--- src/rtl/dmem_arb_pkg.sv ---
// Shared types and defaults for the two-port data-memory arbiter.
package dmem_arb_pkg;

  localparam int DATA_W_DEF = 32;
  localparam int ADDR_W_DEF = 32;
  localparam int NUM_PORTS  = 2;

  typedef enum logic {
    IDLE = 1'b0,
    BUSY = 1'b1
  } state_e;

  typedef logic [0:0] port_t;

  function automatic logic [NUM_PORTS-1:0] port_onehot(input port_t p);
    return p ? 2'b10 : 2'b01;
  endfunction

endpackage

--- src/rtl/dmem_arb_rr.sv ---
// Owner selection for the data-memory arbiter.
// DMEM_ARB_FIXED_PRIO_EN: port 0 always wins conflicts; otherwise the port not last granted wins.
module dmem_arb_rr
  import dmem_arb_pkg::*;
(
  input  logic [NUM_PORTS-1:0] req,
  input  port_t                ptr,
  output logic [NUM_PORTS-1:0] sel
);

`ifdef DMEM_ARB_FIXED_PRIO_EN
  logic unused_ptr;
  assign unused_ptr = ^ptr;
`endif

  always_comb begin
    sel = '0;
    case (req)
      2'b01:   sel = 2'b01;
      2'b10:   sel = 2'b10;
`ifdef DMEM_ARB_FIXED_PRIO_EN
      2'b11:   sel = 2'b01;
`else
      // ptr is the last granted port, so the other one goes next
      2'b11:   sel = (ptr == port_t'(1)) ? 2'b01 : 2'b10;
`endif
      default: sel = '0;
    endcase
  end

endmodule

--- src/rtl/dmem_arbiter.sv ---
// Two-port data-memory arbiter: IDLE latches one command, BUSY issues it for one cycle.
// Optional DMEM_ARB_FIXED_PRIO_EN selects fixed port-0 priority instead of round-robin.
module dmem_arbiter
  import dmem_arb_pkg::*;
#(
  parameter int DATA_WIDTH = DATA_W_DEF,
  parameter int ADDR_WIDTH = ADDR_W_DEF
) (
  input  logic                  CLK,
  input  logic                  RST,
  input  logic [1:0]            REQ,
  input  logic                  WE0,
  input  logic                  WE1,
  input  logic [ADDR_WIDTH-1:0] A0,
  input  logic [ADDR_WIDTH-1:0] A1,
  input  logic [DATA_WIDTH-1:0] WD0,
  input  logic [DATA_WIDTH-1:0] WD1,
  output logic [1:0]            GNT,
  output logic [1:0]            RVALID,
  output logic [DATA_WIDTH-1:0] RD,
  output logic                  MEM_WE,
  output logic [ADDR_WIDTH-1:0] MEM_A,
  output logic [DATA_WIDTH-1:0] MEM_WD,
  input  logic [DATA_WIDTH-1:0] MEM_RD
);

  state_e                state_q, state_d;
  port_t                 ptr_q, owner_q;
  logic                  lat_we_q;
  logic [ADDR_WIDTH-1:0] lat_a_q;
  logic [DATA_WIDTH-1:0] lat_wd_q;
  logic [DATA_WIDTH-1:0] rd_q;
  logic [1:0]            rvalid_q;
  logic [1:0]            sel;
  logic                  latch_en;
  port_t                 sel_port;

  dmem_arb_rr u_rr (
    .req (REQ),
    .ptr (ptr_q),
    .sel (sel)
  );

  assign sel_port = port_t'(sel[1]);

  always_ff @(posedge CLK) begin
    if (RST) state_q <= IDLE;
    else     state_q <= state_d;
  end

  always_comb begin
    state_d  = state_q;
    latch_en = 1'b0;
    GNT      = '0;
    MEM_WE   = 1'b0;
    MEM_A    = '0;
    MEM_WD   = '0;
    case (state_q)
      IDLE: begin
        if (|REQ) begin
          state_d  = BUSY;
          latch_en = 1'b1;
        end
      end
      BUSY: begin
        state_d = IDLE;
        GNT     = port_onehot(owner_q);
        // a write overlapping reset must never reach memory
        MEM_WE  = lat_we_q & ~RST;
        MEM_A   = lat_a_q;
        MEM_WD  = lat_wd_q;
      end
      default: state_d = IDLE;
    endcase
  end

  always_ff @(posedge CLK) begin
    if (RST) begin
      ptr_q    <= port_t'(1);
      owner_q  <= '0;
      lat_we_q <= 1'b0;
      lat_a_q  <= '0;
      lat_wd_q <= '0;
      rd_q     <= '0;
      rvalid_q <= '0;
    end else begin
      rvalid_q <= '0;
      if (latch_en) begin
        owner_q  <= sel_port;
        ptr_q    <= sel_port;
        lat_we_q <= sel[1] ? WE1 : WE0;
        lat_a_q  <= sel[1] ? A1  : A0;
        lat_wd_q <= sel[1] ? WD1 : WD0;
      end
      if (state_q == BUSY && !lat_we_q) begin
        rd_q     <= MEM_RD;
        rvalid_q <= port_onehot(owner_q);
      end
    end
  end

  assign RD     = rd_q;
  assign RVALID = rvalid_q;

endmodule

--- config.mk ---
export PLATFORM = sky130hd
export DESIGN_NAME = dmem_arbiter
export DESIGN_NICKNAME = d
export VERILOG_FILES = /design/src/rtl/dmem_arb_pkg.sv /design/src/rtl/dmem_arb_rr.sv /design/src/rtl/dmem_arbiter.sv
export SDC_FILE = /design/constraint.sdc
export NUM_CORES = 1
export LEC_CHECK = 0
export CORE_ASPECT_RATIO = 1.4
export CORE_MARGIN = 2
export CORE_UTILIZATION = 42
export DETAILED_ROUTE_END_ITERATION = 16
export PLACE_DENSITY_LB_ADDON = 0.08
export SYNTH_ARGS = -nofsm -noshare
export SYNTH_HDL_FRONTEND = slang
export SYNTH_SLANG_ARGS = --single-unit
--- constraint.sdc ---
create_clock -name CLK -period 2.8 [get_ports CLK]
set_input_delay 0.28 -clock CLK [delete_from_list [all_inputs] [get_ports CLK]]
set_output_delay 0.28 -clock CLK [all_outputs]
set_load 0.005 [all_outputs]
==> impl_metrics.ini <==
[floorplan]
initial_core_util_pct = 43.2
die_y_um = 129
fp-row-count = 45
ios = 267
die-width_um = 93.4
core_um2 = 10900
die_area_um2 = 12100

[sta]
worst_pin_slew_ns = 0.586
grt_setup_unrepaired = no
finClkSkew_ns = 0.00784
drv_slew = 0
max-slew-margin-rel_pct = 60.9
setup_viol = 0
max_freq_ghz = 0.445
tns_ns = 0
hold_viol_final = 0
setup_slack_ns = 0.555
period_needed_ns = 2.25
finalCritPeriodShare_pct = 80.2

[logic_synthesis]
seq_area_frac_synth_pct = 43.5
async_flop_share_pct = 0
syn_nets = 761
synth-seq-cells = 102
yosysMostFrequentCell = nand2_1
synthFlopType = dfxtp_1
syn_inst = 595
ys.warnings.count = 0
synth_top_area_cell = dfxtp_1
synthesis.area_um2 = 4700
synthTopCellsByCount = 130 x nand2_1, 102 x dfxtp_1, 97 x a21oi_1, 68 x nor2_1, 65 x and2_1
ys_types = 21
syn_area_per_cell_um2 = 7.89
synth_top_area_share_pct = 43.5
synth_edf_count = 0
yosys-top-cells-area = dfxtp_1 43%, nand2_1 10%, a21oi_1 10%, and2_1 8.7%, a211oi_2 8.5%

[drt]
postRouteAntennaNets = 0
wl_per_cell_um = 15.9
routed_via_density = 5.13
remaining_drc_errors = 0
dr.pass1.iters = 4
drt-initial-drc-count = 180
routed_wl_um = 15500
num_vias = 5001

[worst_setup_path]
required_ns = 2.52
critPathArrivalTime_ns = 1.97
critPathKind = reg -> out
cp-start-kind = flop
worstPathMaxFanout = 44
critPathCaptureType = output pin

[global_route]
grt-ovfl-total = 0
grt_pass1_vias = 4979
antenna_found_initial = 1
grt_max_degree = 66
grt_pass1_wl_um = 23800
grt_usage_pct = 24.9

[clocking]
clk_pin_slew_worst_paths_ns = 0.07
clk-insertion-delay-late_ns = 0.35
hold_buffers = 0
post_cts.repair.setup_buffers = 0
clk_path_buf_depth = 2
clock-sinks = 102
post_cts_resized = 0
clock-root-buffer = clkbuf_16
cts_buffers = 9
cts_tree = yes
htreeDepth = 3

[placed_design]
io_buffers = 266
dp_hpwl_um = 11100
globalplace.congestion = 0.800
dpl_worst_slack_ns = 0.893

[final_layout]
drive_above_1_share_pct = 7.92
fin_nets = 994
fill_cells = 893
areaGrowthSynthToFinish_pct = 63.9

[power_and_ir_drop]
power_leakage_nw = 2.93
power.density_nw_per_um2 = 488
ir_worst_vdd_mv = 0.315

[status]
status = finished clean

[min_path]
hold_class = in -> reg

[run]
timing.max_cap.violations = 0
==> layer usage <==
layer | vias up | part of all wire, % | track usage [%]
met4 | 0 | 3.4 | 13.1
met2 | 182 | 52 | 44.4
met5 | - | 0 | 0
met1 | 2341 | 38 | 27.2
li1 | 2447 | - | -
met3 | 31 | 7.2 | 5.87
==> kinds of logic after synthesis <==
logic type	share of synthesized area [%]
AND/OR/NAND/NOR	25.4
AO/OA/AOI/OAI	25.4
flip-flops	43.5
buffers and inverters	5.67
==> per-stage QoR <==
| stage | instances | area (µm²) | utilization [%] | power, mW | hold WS (ns) |
|---|---|---|---|---|---|
| CTS | 974 | 7700 | 70.8 | 3.79 | 0.440 |
| finish | 975 | 7700 | 70.8 | 3.76 | 0.446 |
| global placement | 958 | 7410 | 68.2 | 2.54 | 0.441 |
| floorplan | 595 | 4700 | - | 2.09 | 0.416 |
| global route | 975 | 7700 | 70.8 | 3.93 | 0.476 |
| detailed placement | 958 | 7410 | 68.2 | 2.57 | 0.449 |
==> layout by cell type (no fill, tap or decap) <==
| cell type | count |
|---|---|
| a211o_1 | 1 |
| a211oi_1 | 33 |
| a211oi_2 | 32 |
| a21bo_2 | 1 |
| a21boi_4 | 1 |
| a21oi_1 | 97 |
| a2bb2oi_1 | 1 |
| and2_1 | 65 |
| buf_12 | 3 |
| buf_4 | 9 |
| clkbuf_16 | 9 |
| clkdlybuf4s50_1 | 265 |
| clkinv_4 | 2 |
| clkinvlp_4 | 1 |
| dfxtp_1 | 101 |
| dfxtp_2 | 1 |
| diode_2 | 1 |
| inv_6 | 2 |
| inv_8 | 2 |
| nand2_1 | 130 |
| nand2b_1 | 2 |
| nor2_1 | 68 |
| nor2b_1 | 1 |
| nor2b_2 | 1 |
| nor3_1 | 1 |
| nor3b_1 | 2 |
| o21ba_2 | 1 |
| o21bai_4 | 1 |
==> final cells by class <==
| cell class | count | area, µm² | share of cell area [%] |
|---|---|---|---|
| flip-flops and latches | 102 | 2040 | 26.5 |
| repair buffers | 277 | 2780 | 36.1 |
| diodes | 1 | 2.50 | 0.0325 |
| clock inverters | 7 | 65.1 | 0.845 |
| clock buffers | 9 | 225 | 2.93 |
| multi-input cells | 438 | 2410 | 31.3 |
| well taps | 141 | 176 | 2.29 |
==> worst max-delay path, stage by stage (launching register included) <==
cell and delay (ns):
dfxtp_2 0.65, buf_12 0.27, and2_1 0.16, clkdlybuf4s50_1 0.52
==> worst paths after layout <==
kind | endpoint | cells past startpoint | from | slack (ns)
min | RD[5] | 2 | RST | 0.45
max | MEM_WD[2] | 3 | state_q | 0.55
min reg2reg | RD[21] | 2 | RD[21] | 0.46
max reg2reg | lat_wd_q[21] | 4 | state_q | 1.12
==> registers in the layout (all words and copies together) (netlist names) <==
name and cells:
ptr_q 1, lat_wd_q 32, owner_q 1, lat_a_q 32, RD 32, RVALID 2
state_q 1, lat_we_q 1
==> where the power goes <==
group / internal [mW] / switching, mW
sequential: 1.58 / 0.0684
combinational: 0.501 / 0.389
clock: 0.626 / 0.596
total: 2.70 / 1.05
No activity file was read; power rests on OpenSTA's default activity.
